[src/rtl/mem_port_arb_pkg.sv]
// rtl/mem_port_arb_pkg.sv - shared state encodings and constants for mem_port_arb
package mem_port_arb_pkg;

    typedef enum logic [2:0] {
        ST_IDLE    = 3'd0,
        ST_GNT_IF  = 3'd1,
        ST_GNT_LS  = 3'd2,
        ST_WAIT_IF = 3'd3,
        ST_WAIT_LS = 3'd4
    } arb_state_t;

    localparam logic [2:0]  IF_SIZE  = 3'b010;
    localparam logic [63:0] RESET_PC = 64'h0000_0000_8000_0000;

endpackage

[src/rtl/mem_arb_pick.sv]
// rtl/mem_arb_pick.sv - combinational IF/LS grant select; MEM_ARB_RR_EN adds round-robin on contention
module mem_arb_pick (
    input  logic i_if_valid,
    input  logic i_ls_valid,
    input  logic i_if_kill,
`ifdef MEM_ARB_RR_EN
    input  logic i_last_ls,
`endif
    output logic o_gnt_if,
    output logic o_gnt_ls
);

    logic w_if_req;

    // a kill in the same cycle means the fetch address is already stale
    assign w_if_req = i_if_valid & ~i_if_kill;

`ifdef MEM_ARB_RR_EN
    assign o_gnt_ls = i_ls_valid & ~(w_if_req & i_last_ls);
    assign o_gnt_if = w_if_req & ~(i_ls_valid & ~i_last_ls);
`else
    assign o_gnt_ls = i_ls_valid;
    assign o_gnt_if = w_if_req & ~i_ls_valid;
`endif

endmodule

[src/rtl/mem_port_arb.sv]
// rtl/mem_port_arb.sv - single-outstanding IF/LS memory port arbiter; MEM_ARB_RR_EN selects round-robin
module mem_port_arb #(
    parameter int ADDR_W     = 64,
    parameter int DATA_W     = 64,
    parameter int RESET_LAST = 0
) (
    input  logic                clk,
    input  logic                rst_n,
    input  logic                i_if_valid,
    input  logic [ADDR_W-1:0]   i_if_addr,
    input  logic                i_if_kill,
    output logic                o_if_ready,
    output logic [31:0]         o_if_rdata,
    input  logic                i_ls_valid,
    input  logic                i_ls_wen,
    input  logic [ADDR_W-1:0]   i_ls_addr,
    input  logic [DATA_W-1:0]   i_ls_wdata,
    input  logic [DATA_W/8-1:0] i_ls_wmask,
    input  logic [2:0]          i_ls_size,
    output logic                o_ls_ready,
    output logic [DATA_W-1:0]   o_ls_rdata,
    output logic                o_mem_valid,
    output logic [ADDR_W-1:0]   o_mem_addr,
    output logic                o_mem_wen,
    output logic [DATA_W-1:0]   o_mem_wdata,
    output logic [DATA_W/8-1:0] o_mem_wmask,
    output logic [2:0]          o_mem_size,
    input  logic                i_mem_ready,
    input  logic [DATA_W-1:0]   i_mem_rdata
);

    import mem_port_arb_pkg::*;

    arb_state_t          r_state;
    logic                r_drop;
    logic                r_mem_valid;
    logic [ADDR_W-1:0]   r_mem_addr;
    logic                r_mem_wen;
    logic [DATA_W-1:0]   r_mem_wdata;
    logic [DATA_W/8-1:0] r_mem_wmask;
    logic [2:0]          r_mem_size;
    logic                w_gnt_if;
    logic                w_gnt_ls;

`ifdef MEM_ARB_RR_EN
    logic                r_last_ls;
`else
    logic                w_unused_reset_last;
    assign w_unused_reset_last = (RESET_LAST != 0);
`endif

    mem_arb_pick u_pick (
        .i_if_valid (i_if_valid),
        .i_ls_valid (i_ls_valid),
        .i_if_kill  (i_if_kill),
`ifdef MEM_ARB_RR_EN
        .i_last_ls  (r_last_ls),
`endif
        .o_gnt_if   (w_gnt_if),
        .o_gnt_ls   (w_gnt_ls)
    );

    always_ff @(posedge clk) begin
        if (!rst_n) begin
            r_state     <= ST_IDLE;
            r_drop      <= 1'b0;
            r_mem_valid <= 1'b0;
            r_mem_addr  <= '0;
            r_mem_wen   <= 1'b0;
            r_mem_wdata <= '0;
            r_mem_wmask <= '0;
            r_mem_size  <= '0;
`ifdef MEM_ARB_RR_EN
            r_last_ls   <= (RESET_LAST != 0);
`endif
        end else begin
            case (r_state)
                ST_IDLE: begin
                    if (w_gnt_ls) begin
                        r_state     <= ST_GNT_LS;
                        r_mem_valid <= 1'b1;
                        r_mem_addr  <= i_ls_addr;
                        r_mem_wen   <= i_ls_wen;
                        r_mem_wdata <= i_ls_wdata;
                        r_mem_wmask <= i_ls_wmask;
                        r_mem_size  <= i_ls_size;
`ifdef MEM_ARB_RR_EN
                        r_last_ls   <= 1'b1;
`endif
                    end else if (w_gnt_if) begin
                        r_state     <= ST_GNT_IF;
                        r_mem_valid <= 1'b1;
                        r_mem_addr  <= i_if_addr;
                        r_mem_wen   <= 1'b0;
                        r_mem_wdata <= '0;
                        r_mem_wmask <= '0;
                        r_mem_size  <= IF_SIZE;
`ifdef MEM_ARB_RR_EN
                        r_last_ls   <= 1'b0;
`endif
                    end
                end
                ST_GNT_IF: begin
                    r_state <= ST_WAIT_IF;
                    if (i_if_kill) r_drop <= 1'b1;
                end
                ST_GNT_LS: r_state <= ST_WAIT_LS;
                // a killed fetch still runs to completion; only its response is dropped
                ST_WAIT_IF: begin
                    if (i_mem_ready) begin
                        r_state     <= ST_IDLE;
                        r_mem_valid <= 1'b0;
                        r_drop      <= 1'b0;
                    end else if (i_if_kill) begin
                        r_drop <= 1'b1;
                    end
                end
                ST_WAIT_LS: begin
                    if (i_mem_ready) begin
                        r_state     <= ST_IDLE;
                        r_mem_valid <= 1'b0;
                    end
                end
                default: begin
                    r_state     <= ST_IDLE;
                    r_mem_valid <= 1'b0;
                    r_drop      <= 1'b0;
                end
            endcase
        end
    end

    assign o_mem_valid = r_mem_valid;
    assign o_mem_addr  = r_mem_addr;
    assign o_mem_wen   = r_mem_wen;
    assign o_mem_wdata = r_mem_wdata;
    assign o_mem_wmask = r_mem_wmask;
    assign o_mem_size  = r_mem_size;

    assign o_ls_ready = i_mem_ready & (r_state == ST_WAIT_LS);
    assign o_if_ready = i_mem_ready & (r_state == ST_WAIT_IF) & ~r_drop & ~i_if_kill;
    assign o_if_rdata = r_mem_addr[2] ? i_mem_rdata[63:32] : i_mem_rdata[31:0];
    assign o_ls_rdata = i_mem_rdata;

    // requesters must hold valid until served; a killed fetch may let go early
    a_ls_held: assert property (@(posedge clk) disable iff (!rst_n)
        (r_state == ST_GNT_LS || r_state == ST_WAIT_LS) |-> i_ls_valid);
    a_if_held: assert property (@(posedge clk) disable iff (!rst_n)
        ((r_state == ST_GNT_IF || r_state == ST_WAIT_IF) && !r_drop && !i_if_kill) |-> i_if_valid);

endmodule

[config.mk]
export PLATFORM = sky130hd
export DESIGN_NAME = mem_port_arb
export DESIGN_NICKNAME = d
export VERILOG_FILES = /design/src/rtl/mem_port_arb_pkg.sv /design/src/rtl/mem_arb_pick.sv /design/src/rtl/mem_port_arb.sv
export SDC_FILE = /design/constraint.sdc
export NUM_CORES = 1
export LEC_CHECK = 0
export ABC_AREA = 1
export ABC_CLOCK_PERIOD_IN_PS = 2800
export BUFFER_PORTS_ARGS = -buffer_cell sky130_fd_sc_hd__buf_2
export CORE_AREA = 2 2 199 201
export DETAILED_ROUTE_END_ITERATION = 8
export DIE_AREA = 0 0 201 203
export PLACE_DENSITY_LB_ADDON = 0.2
export SLEW_MARGIN = 10
export SYNTH_ARGS = -nofsm -noshare
export SYNTH_HDL_FRONTEND = slang
export SYNTH_SLANG_ARGS = --single-unit
[constraint.sdc]
create_clock -name clk -period 2.8 [get_ports clk]
set_input_delay 0 -clock clk [delete_from_list [all_inputs] [get_ports clk]]
set_output_delay 0 -clock clk [all_outputs]
set_load 0.005 [all_outputs]
# ---- After elaboration in Yosys (flattened, before gate mapping)
# Index checks and enable logic that the tools add are counted.
dict set report totals {
  register_bits 145
  latchBits 0
  ram_bits 0
  mem_bits_ro 0
  out_inout_bits 239
  wordCells 54
  mem_count 0
}
dict set report classes {
  add_sub_neg 0
  n_mul 0
  n_div 0
  n_lt_le_gt_ge 0
  n_eq_ne 6
  shift 0
  mux 22
  n_bitwise 10
  n_reduce_logical 8
}
# op n
set op_table {}
lappend op_table {{2-to-1 mux 64 bit} 4}
lappend op_table {{2-to-1 mux 32 bit} 1}
lappend op_table {{2-to-1 mux 8 bit} 2}
lappend op_table {{2-to-1 mux 3 bit} 5}
lappend op_table {{one-hot mux 3 bit (4 select lines)} 1}
lappend op_table {{2-to-1 mux 1 bit} 7}
lappend op_table {{AND 1 bit} 6}
lappend op_table {{equality test 3 x 2 -> 1 bit, second input constant} 2}
lappend op_table {{one-hot mux 1 bit (3 select lines)} 2}
lappend op_table {{inverter 1 bit} 4}
lappend op_table {{AND reduction 2 bit} 2}
lappend op_table {{OR reduction 2 bit} 2}
lappend op_table {{equality test 3 x 1 -> 1 bit, second input constant} 1}
lappend op_table {{equality test 3 bit, second input constant} 1}
lappend op_table {{logical NOT 3 bit} 1}
lappend op_table {{!= test 3 x 2 -> 1 bit, second input constant} 1}
lappend op_table {{AND reduction 3 bit} 1}
lappend op_table {{OR reduction 3 bit} 1}
lappend op_table {{!= test 2 x 1 -> 1 bit, second input constant} 1}
lappend op_table {{nonzero test 2 bit} 1}

# ---- Logic depth before layout (Yosys ltp)
# Gate-level depths: netlist of run 1.
dict set report depth {
  depth_word 6
  mapped_depth 9
}

# ---- Modules after synthesis
# Synthesis of run 1 repeated with hierarchy kept, for this count alone.
dict set report hier_totals {
  hier_cells 965
  area_unflattened_um2 6851.6
}
# module n_inst cells_each area_each_um2 seq_area_each_um2
set modules_own_cells {}
lappend modules_own_cells {mem_port_arb 1 961 6830.3 2902.8}
lappend modules_own_cells {mem_arb_pick 1 4 21.3 0.0}

# ---- Least setup slack after synthesis of run 1
# Ideal clock, no wire load.
dict set report synth_timing {
  path_type {register to register}
  from {register r_state[2]}
  to {register r_mem_wdata[53] (netlist: o_mem_wdata[53])}
  setup_time_ns 0.142
  arrival_ns 1.101
  setup_slack_ns 1.557
  path_stages_with_launch 9
  synth_period_minus_slack_ns 1.243
  cell_sequence {dfxtp_1 > inv_2 > nand2_2 > nor2_4 > nand2_2 > buf_4 > buf_2 > nand2_1 > a21oi_2}
}
dict set report synth_via {
  elab_chain_cells 2
}
# item line
set synth_lines {}
lappend synth_lines {{start: declaration} mem_port_arb.sv:34} ;# arb_state_t r_state;
lappend synth_lines {{start signal: assignment} mem_port_arb.sv:65} ;# r_state <= ST_IDLE;
lappend synth_lines {{start signal: assignment} mem_port_arb.sv:80} ;# r_state <= ST_GNT_LS;
lappend synth_lines {{start signal: assignment} mem_port_arb.sv:91} ;# r_state <= ST_GNT_IF;
lappend synth_lines {{logical NOT 3 bit} mem_port_arb.sv:77} ;# case (r_state)
lappend synth_lines {{AND reduction 2 bit (no line)} -}
lappend synth_lines {{end signal: assignment} mem_port_arb.sv:84} ;# r_mem_wdata <= i_ls_wdata;
lappend synth_lines {{end: declaration} mem_port_arb.sv:39} ;# logic [DATA_W-1:0] r_mem_wdata;
# No other way between the ends.
# A chain may end at the register's enable or synchronous reset.

# ---- Final worst setup path of run 1
dict set report layout_timing {
  from {register r_mem_addr[2] (netlist: o_mem_addr[2])}
  to {output o_if_rdata[12]}
}
dict set report layout_via {
  elab_chain_cells 1
}
# item line
set layout_lines {}
lappend layout_lines {{start: declaration} mem_port_arb.sv:37} ;# logic [ADDR_W-1:0] r_mem_addr;
lappend layout_lines {{start signal: assignment} mem_port_arb.sv:82} ;# r_mem_addr <= i_ls_addr;
lappend layout_lines {{start signal: assignment} mem_port_arb.sv:93} ;# r_mem_addr <= i_if_addr;
lappend layout_lines {{2-to-1 mux 32 bit} mem_port_arb.sv:142} ;# assign o_if_rdata = r_mem_addr[2] ? i_mem_rdata[63:32] : i_mem_rdata[31:0];
lappend layout_lines {{end: declaration} mem_port_arb.sv:13} ;# output logic [31:0] o_if_rdata,
# No other way between the ends.

==> metrics, run 1 <==
status=finished, final reports clean; synthesized flop and latch total=145; Seq/Total Area, Yosys=about two fifths; hpwl dp=23700 microns; initial antenna violation count=1; Finished Cell Area=0.0121 sq mm; Die Wd=201 microns; Die Y-Extent=203 microns; # IOs=513; Clk Latency, worst-skew pair=0.43 ns; Setup TNS Final=0 ns; CP arrival=about 2.1 ns; pins over their slew limit=0; Finished Layout Cells=2185; clk_skew=approximately 0.0074 ns; Pre-antenna DRT Iters=4; Synth Instances=between 1000 and 1500; Starting DRT DRC Count=around 460; Post-CTS Setup Inserts=0; Syn Nets=1310; htree depth=4; Crit Path Max Fanout=34; Int Power=4.57 mW; Sw Ratio=32.3%; fin worst setup slack=0.687 ns; Synth cell types=21; Rows=72; Seq pwr share=35.6%; pin count of the biggest net entering global routing=80; total track usage=15.5%; CP Capture Type=output pin; via count=8818; cts bufs inserted=17; drt via density=between 4 and 5; maxcap violations=0; CTS tree=done; first-pass GRT wire length=49100 microns; clock transition at the registers of the reported paths=0.06 ns; Mean Syn Cell Area=around 6.7 sq um; Clk Tree Root Cell=clkbuf_16; CP Data Required Time=approximately 2.8 ns; placed insts=1944; fmax=473 MHz; Setup CP Type=flip-flop to output pin; IO buf count=512; CP Launch Type=flip-flop; total grt overflow=0; Initial Utilization=18.1%; placed cell area=0.00945 sq mm; hold buffer count at cts=208; mapped cell area=about 0.007 sq mm; Final setup viols=0; commonest non-fill, non-tap cells in the layout=512 x buf_2, 499 x nand2_1, 208 x dlygate4sd3_1; fraction of layout cells with a size suffix above 1=35.2%; clock period minus worst slack=approximately 2.1 ns; gp weighted congestion=between 0.8 and 0.9; Nets=slightly below 2000; post-cts sizing count=0; Clk pwr share=35.1%; M1 GR Usage=16.0%; most common cell after layout, fill and taps aside=buf_2; total die area=0.0408 sq mm; Combinational Power Share=about 29%; Fill cells=4256; Final ANT Viol Nets=0; CTS Sinks=145; vias in the first global route=8754; RSZ-0062 raised after global routing=no; pwr/cell area=between 500 and 600 mW/mm^2; most crowded layer after global routing=met2; routed wire length=32900 microns; Area Overhead vs Synth=74.6%; Worst Tran Pin Value=about 0.74 ns; pre-CTS setup slack=0.945 ns; Static Leak=slightly above 6 nW; Tcrit/Tclk final=75.5%; drt wl/cell=15.1 microns; clock tree buffer depth=2; drt drc=0; peak supply drop=about 0.00040 V; Hold Crit Class=input port to flip-flop; total core area=0.0385 sq mm; Psw=2.18 mW; Worst slew margin=50.6%; Yosys Warn Count=0; met3 GRT Util=3.13%; M2 GR Usage=29.8%; final count of hold timing violations=0
-- cell type report --
| class | instances | area [sq um] | area share [%] |
|---|---|---|---|
| Timing Repair Buffer | 735 | 4780 | 39.4 |
| Multi-Input combinational cell | 740 | 3150 | 25.9 |
| Sequential cell | 145 | 2900 | 23.9 |
| Tap cell | 518 | 648 | 5.34 |
| Clock buffer | 22 | 474 | 3.91 |
| Clock inverter | 10 | 123 | 1.01 |
| Inverter | 14 | 55.1 | 0.454 |
| Antenna cell | 1 | 2.50 | 0.0206 |
-- through the flow --
stage	utilization [%]	power (mW)	hold WS, ns
after floorplan	-	3.42	0.0808
after global placement	24.6	4.19	0.182
after detailed placement	24.6	4.19	0.181
after CTS	31.5	6.90	0.00242
after global routing	31.5	7.18	0.0645
final	31.5	6.74	0.0439
-- worst paths after layout --
check | start | cells past startpoint | endpoint | slack [ns]
hold reg to reg | o_mem_addr[39] | 2 | o_mem_addr[39] | 0.46
setup / recovery | o_mem_addr[2] | 6 | o_if_rdata[12] | 0.69
setup reg to reg | r_state[2] | 7 | o_mem_size[1] | 0.99
hold / removal | i_if_addr[5] | 5 | o_mem_addr[5] | 0.04
-- power by group through the flow --
stage	sequential (mW)	clock [mW]	combinational [mW]
after global routing	2.43	2.55	2.20
after floorplan	2.46	0	0.951
after global placement	2.44	0	1.75
after detailed placement	2.44	0	1.75
final	2.40	2.36	1.98
after CTS	2.40	2.48	2.02
-- cells in the mapped netlist --
cell type  instances  area, sq um
a21oi_2           10         87.6
nand4_1            1         6.26
nand2_1          499         1870
nand3_1           67          335
clkbuf_1          29          109
nor2_4             1         11.3
nand3b_1           1         7.51
inv_1             10         37.5
buf_4             69          518
a31oi_1            1         6.26
nor3_1             1         5.00
o22ai_1            1         6.26
o211ai_1           1         7.51
a21oi_1          134          671
dfxtp_1          145         2900
nor2_1             5         18.8
nand2_2           13         81.3
inv_2              4         15.0
o21ai_0            5         25.0
buf_2             34          170
buf_6              5         56.3
-- critical path: stages, from the launching register on --
cell and delay (ns):
dfxtp_1 0.29, buf_4 0.24, inv_1 0.45, buf_4 0.32
nand2_1 0.17, nand2_1 0.09, buf_2 0.10
-- state kept, by name, summed over array words and instances (netlist names) --
| register | flops |
|---|---|
| o_mem_addr | 64 |
| o_mem_size | 3 |
| o_mem_valid | 1 |
| o_mem_wdata | 64 |
| o_mem_wen | 1 |
| o_mem_wmask | 8 |
| r_drop | 1 |
| r_state | 3 |
-- routing by layer --
layer,part of all wire [%],wire (microns)
met5,0,0
met4,3.8,1240
met3,5.1,1670
met2,53,17400
met1,38,12600
-- logic make-up after synthesis --
family / share of synthesized area, %
simple gates: 33.6
compound gates: 11.6
buf+inv: 13.0
flops: 41.8
Note: power is estimated with default switching activity, not from simulation.
==> inputs of run 2 (changes only) <==
--- a/config.mk
+++ b/config.mk
@@ -6,7 +6,7 @@
 export NUM_CORES = 1
 export LEC_CHECK = 0
 export ABC_AREA = 1
-export ABC_CLOCK_PERIOD_IN_PS = 2800
+export ABC_CLOCK_PERIOD_IN_PS = 1900
 export BUFFER_PORTS_ARGS = -buffer_cell sky130_fd_sc_hd__buf_2
 export CORE_AREA = 2 2 199 201
 export DETAILED_ROUTE_END_ITERATION = 8
==> constraint.sdc (replaced) <==
create_clock -name clk -period 1.9 [get_ports clk]
set_input_delay 0 -clock clk [delete_from_list [all_inputs] [get_ports clk]]
set_output_delay 0 -clock clk [all_outputs]
set_load 0.005 [all_outputs]
==> metrics, run 2 (synthesis results as in run 1) <==
cts bufs inserted=17 (unchanged); Hold Crit Class=input port to flip-flop; routed wire length=33000 microns (+0.43%); Worst Tran Pin Value=0.493 ns (-0.248 ns); Antenna Cells=0 (-1); pre-CTS setup slack=0.369 ns (-0.576 ns); CP arrival=1.96 ns (-0.15 ns); RSZ-0062 raised after global routing=no; total grt overflow=0 (unchanged); Die Y-Extent=203 microns (unchanged); Pre-antenna DRT Iters=4 (unchanged); pin count of the biggest net entering global routing=81 (+1.3%); clock tree buffer depth=2 (unchanged); Tcrit/Tclk final=86.3%; Die Wd=201 microns (unchanged); drt drc=0 (unchanged); total power=9.92 mW (+47%); top routing layer in use=met4; hpwl dp=24200 microns (+2.3%); peak supply drop=0.000574 V (+42%); metal3 WL=1670 microns (about the same); Clk Latency, worst-skew pair=0.43 ns (about the same); total die area=0.0408 sq mm (unchanged); CP Launch Type=flip-flop; total core area=0.0385 sq mm (unchanged); pwr/cell area=818 mW/mm^2 (+47%); Nets=1927 (unchanged); Rows=72 (unchanged); CTS tree=done; Starting DRT DRC Count=429 (-7.5%); Initial Utilization=18.1% (unchanged); total track usage=15.6% (+0.052 points); CTS Sinks=145 (unchanged); commonest non-fill, non-tap cells in the layout=512 x buf_2, 499 x nand2_1, 203 x dlygate4sd3_1; most common cell after layout, fill and taps aside=buf_2; final count of hold timing violations=0 (unchanged); Setup CP Type=flip-flop to flip-flop; Final setup viols=0 (unchanged); vias in the first global route=8656 (-1.1%); IO buf count=512 (unchanged); clk_skew=0.00636 ns (-0.00104 ns); Setup TNS Final=0 ns (unchanged); fmax=610 MHz; Worst slew margin=67.2% (+17 points); first-pass GRT wire length=49300 microns (+0.45%); Clk Tree Root Cell=clkbuf_16; M1 WL=12900 microns (+2.3%); gp weighted congestion=0.841 (-4.9%); maxcap violations=0 (unchanged); fin worst setup slack=0.260 ns (-0.427 ns); status=finished, final reports clean; Crit Path Max Fanout=6 (-82%); drt wl/cell=15.1 microns (+0.52%); clock period minus worst slack=1.64 ns; Static Leak=6.11 nW (about the same); pins over their slew limit=0 (unchanged); initial antenna violation count=0 (-1); Area Overhead vs Synth=74.6% (about the same); htree depth=4 (unchanged); wire length on met2=17700 microns (+1.6%); CP Data Required Time=2.22 ns (-0.58 ns); via count=8808 (-0.11%); fraction of layout cells with a size suffix above 1=35.5% (+0.26 points); Final ANT Viol Nets=0 (unchanged); CP Capture Type=flip-flop; # IOs=513 (unchanged); clock transition at the registers of the reported paths=0.06 ns (about the same); drt via density=4.03 (about the same)
==> run 2: cell types whose count changed in the layout (fill, tap and decap cells not counted), sizes merged <==
cell | before | now
buf | 527 | 532
clkbuf | 22 | 20
clkinvlp | 3 | 5
diode | 1 | 0
dlygate4sd3 | 208 | 203
inv | 18 | 17
==> run 2: metrics by stage <==
step	utilization, %	cells	hold WS (ns)	area [sq um]
floorplan	-	1036	0.0808	6950
global placement	24.8	1949	0.182	9530
detailed placement	24.8	1949	0.180	9530
CTS	31.5	2183	0.00256	12100
global route	31.5	2183	0.0515	12100
finish	31.5	2183	0.0336	12100
==> run 2: report_power, final <==
group	switching [mW]	internal [mW]	leakage, nW	total, mW
combinational	1.63	1.34	4.65	2.97
clock	1.44	1.97	0.266	3.41
sequential	0.171	3.37	1.19	3.54
total	3.24	6.68	6.11	9.92
==> run 2: layout make-up <==
cell class                 instances  area (sq um)
fill                            4232         26300
clock buffer                      20           447
clock inverter                    11           129
tap                              518           648
inverter                          14          55.1
timing repair buffer             735          4810
multi-input combinational        740          3150
sequential                       145          2900
==> run 2: worst max-delay path, cell delays in order, from the launching register on <==
cell and delay (ns):
dfxtp_1 0.35, inv_2 0.11, nand2_2 0.07, nor2_4 0.16, nand2_2 0.10, o21ai_0 0.14
dlygate4sd3_1 0.57, nor2_1 0.04
==> run 2: what timing repair did <==
action	CTS	global route
hold buffers	203	0
setup buffers	0	0
setup endpoints to repair	0	0
endpoints found under the hold margin	143	0
gates resized for setup	0	0
==> run 2: routing by layer <==
layer,GRT usage [%],vias up
met4,6.06,0
met1,16.6,3996
met3,3.16,44
met5,0,-
met2,29.9,316
li1,-,4452
==> run 2: path summary, 6_finish.rpt <==
path | slack, ns | cells past startpoint | to | startpoint
worst max-delay path | 0.26 | 7 | o_mem_size[1] | r_state[2]
worst min-delay path | 0.03 | 5 | o_mem_addr[49] | i_ls_addr[49]
worst max register to register | 0.26 | 7 | o_mem_size[1] | r_state[2]
worst min register to register | 0.46 | 2 | o_mem_addr[30] | o_mem_addr[30]
==> inputs of run 3 (changes only) <==
--- a/config.mk
+++ b/config.mk
@@ -8,11 +8,12 @@
 export ABC_AREA = 1
 export ABC_CLOCK_PERIOD_IN_PS = 1900
 export BUFFER_PORTS_ARGS = -buffer_cell sky130_fd_sc_hd__buf_2
-export CORE_AREA = 2 2 199 201
+export CORE_AREA = 2 2 198 200
 export DETAILED_ROUTE_END_ITERATION = 8
-export DIE_AREA = 0 0 201 203
+export DIE_AREA = 0 0 200 202
 export PLACE_DENSITY_LB_ADDON = 0.2
 export SLEW_MARGIN = 10
 export SYNTH_ARGS = -nofsm -noshare
 export SYNTH_HDL_FRONTEND = slang
+export SYNTH_HIERARCHICAL = 1
 export SYNTH_SLANG_ARGS = --single-unit
==> metrics, run 3 <==
final count of hold timing violations=0 (unchanged); Clk Latency, worst-skew pair=0.44 ns (about the same); Nets=1855 (-3.7%); Area Overhead vs Synth=74.8% (about the same); Crit Path Max Fanout=33 (+27); Tcrit/Tclk final=90.5% (+4.2 points); Worst Tran Pin Value=0.594 ns (+0.101 ns); Hold Crit Class=input port to flip-flop; RSZ-0062 raised after global routing=no; Starting DRT DRC Count=277 (-35%); crit path buf inv count=2 (unchanged); clock transition at the registers of the reported paths=0.06 ns (about the same); CP max stage cell=mux2_2; gp weighted congestion=0.790 (-6.0%); Die Y-Extent=202 microns (-0.49%); synth top area cells=dfxtp_1 42%, nand2_1 26%, a21oi_1 10%; pins over their slew limit=0 (unchanged); Final setup viols=0 (unchanged); # IOs=513 (unchanged); synthesized flop and latch total=145 (unchanged); htree depth=4 (unchanged); most common cell after layout, fill and taps aside=buf_2; Fill cells=4232 (unchanged); share of Yosys cell area claimed by the top area cell type=42.4% (+0.60 points); clk_skew=0.00840 ns (+0.00204 ns); initial antenna violation count=2 (+2); fmax=582 MHz (-4.6%); hpwl dp=23900 microns (-1.4%); Post-synth EDFFs=0 (unchanged); CTS Sinks=145 (unchanged); CP Capture Type=output pin; maxcap violations=0 (unchanged); clock period minus worst slack=1.72 ns (+0.0792 ns); total core area=0.0383 sq mm (-0.47%); Setup CP Type=flip-flop to output pin; CP Data Required Time=1.90 ns (-0.32 ns); Post-CTS Setup Inserts=0 (unchanged); asr flop ratio synth=0% (unchanged); Final ANT Viol Nets=0 (unchanged); Finished Cell Area=0.0120 sq mm (-1.3%); Clk Tree Root Cell=clkbuf_16; CP max stage delay=0.41 ns (-0.16 ns); total die area=0.0404 sq mm (-0.99%); total track usage=15.4% (-0.22 points); worst r2r src=r_state[2]; Synth Instances=965 (-6.9%); first-pass GRT wire length=46400 microns (-5.9%); total power=9.54 mW (-3.8%); Syn Nets=1239 (-5.4%); Worst slew margin=60.4% (-6.7 points); CTS tree=done; Static Leak=5.95 nW (-2.6%); mapped cell area=0.00685 sq mm (-1.4%); vias in the first global route=8372 (-3.3%); Die Wd=200 microns (-0.50%); fraction of layout cells with a size suffix above 1=37.6% (+2.1 points); Yosys Warn Count=6 (+6); Rows=72 (unchanged); routed wire length=32300 microns (-2.3%); peak supply drop=0.000616 V (+7.2%); via count=8424 (-4.4%); clock tree buffer depth=2 (unchanged); cell taking the most area after synthesis=dfxtp_1; drt via density=3.99 (-1.2%); commonest non-fill, non-tap cells in the layout=512 x buf_2, 481 x nand2_1, 201 x dlygate4sd3_1; cts bufs inserted=17 (unchanged); Initial Utilization=17.9% (-0.17 points); top_reg_cell synth=dfxtp_1; Worst Setup SP=o_mem_addr[2]; synth cell count leaders=481 x nand2_1, 145 x dfxtp_1, 142 x a21oi_1; Mean Syn Cell Area=7.10 sq um (+5.8%); Seq/Total Area, Yosys=42.4% (+0.60 points); cell family with most CP delay=buffers and inverters; CP arrival=1.72 ns (-0.24 ns); status=finished, final reports clean; drt drc=0 (unchanged); CP Launch Type=flip-flop; placed cell area=0.00938 sq mm (-1.6%); total grt overflow=0 (unchanged); drt wl/cell=15.3 microns (+0.95%); Synth cell types=24 (+14%); crit-path cells=buf_4 > mux2_2 > buf_2; pin count of the biggest net entering global routing=97 (+20%); Setup TNS Final=0 ns (unchanged); IO buf count=512 (unchanged); Min-Delay Startpoint=i_ls_addr[15]; count leader, synth=nand2_1; pwr/cell area=797 mW/mm^2 (-2.5%); Pre-antenna DRT Iters=4 (unchanged)
run 3: cell types whose count changed after synthesis, sizes merged, moves of 8 or more:
cell and delta:
clkbuf -8, mux2 +32, nand2 -28, nand3 -64
run 3: layer usage:
metal / part of all wire [%] / track usage (%) / up-vias / wire (microns)
li1: - / - / 4228 / -
met1: 38 / 15.9 / 3810 / 12300
met2: 50 / 27.8 / 325 / 16200
met3: 6.9 / 3.94 / 61 / 2220
met4: 5.0 / 8.92 / 0 / 1600
met5: 0 / 0 / - / 0
run 3: report_power, final:
group | switching [mW] | internal [mW]
clock | 1.41 | 1.95
sequential | 0.164 | 3.36
combinational | 1.38 | 1.27
run 3: through the flow:
step / utilization (%) / worst slack [ns] / hold WS, ns / cells
3_3_place_gp: 24.5 / 0.486 / 0.181 / 1879
5_1_grt: 31.3 / 0.110 / 0.0494 / 2112
3_5_place_dp: 24.5 / 0.431 / 0.182 / 1879
4_1_cts: 31.3 / 0.154 / 0.000457 / 2112
6_report: 31.3 / 0.181 / 0.00714 / 2113
2_1_floorplan: - / 0.690 / 0.0808 / 965
run 3: tightest hold or removal path, cell delays in order:
cell	delay (ns)
buf_2	0.10
nand2_1	0.05
nand2_1	0.08
nand2_1	0.10
a21oi_1	0.06
run 3: final timing paths:
check / end / slack [ns] / depth (start not counted)
worst max-delay path: o_if_rdata[1] / 0.18 / 3
worst min register to register: o_mem_wdata[25] / 0.46 / 2
worst min-delay path: o_mem_addr[15] / 0.007 / 5
worst max register to register: r_drop / 0.30 / 8
run 3: what timing repair did:
item                                   in CTS  in global routing
endpoints found under the hold margin     141                  0
resized for setup                           0                  0
hold buffers                              201                  0
run 3: area by class of cell:
class	instances	area, sq um	area share, %
inverter	12	47.5	0.397
clock inverter	10	98.8	0.825
clock buffer	22	484	4.04
timing repair buffer	725	4760	39.8
tap	518	648	5.41
sequential	145	2900	24.2
multi-input combinational	680	3030	25.3
antenna	1	2.50	0.0209
run 3: logic make-up (layout without fill, tap and decap cells):
family / Yosys count / after routing / synth area share [%]
compound gates: 147 / 147 / 10.8
buf+inv: 140 / 769 / 13.5
mux: 32 / 32 / 5.26
other cells: 0 / 1 / 0
simple gates: 501 / 501 / 28.1
flops: 145 / 145 / 42.4
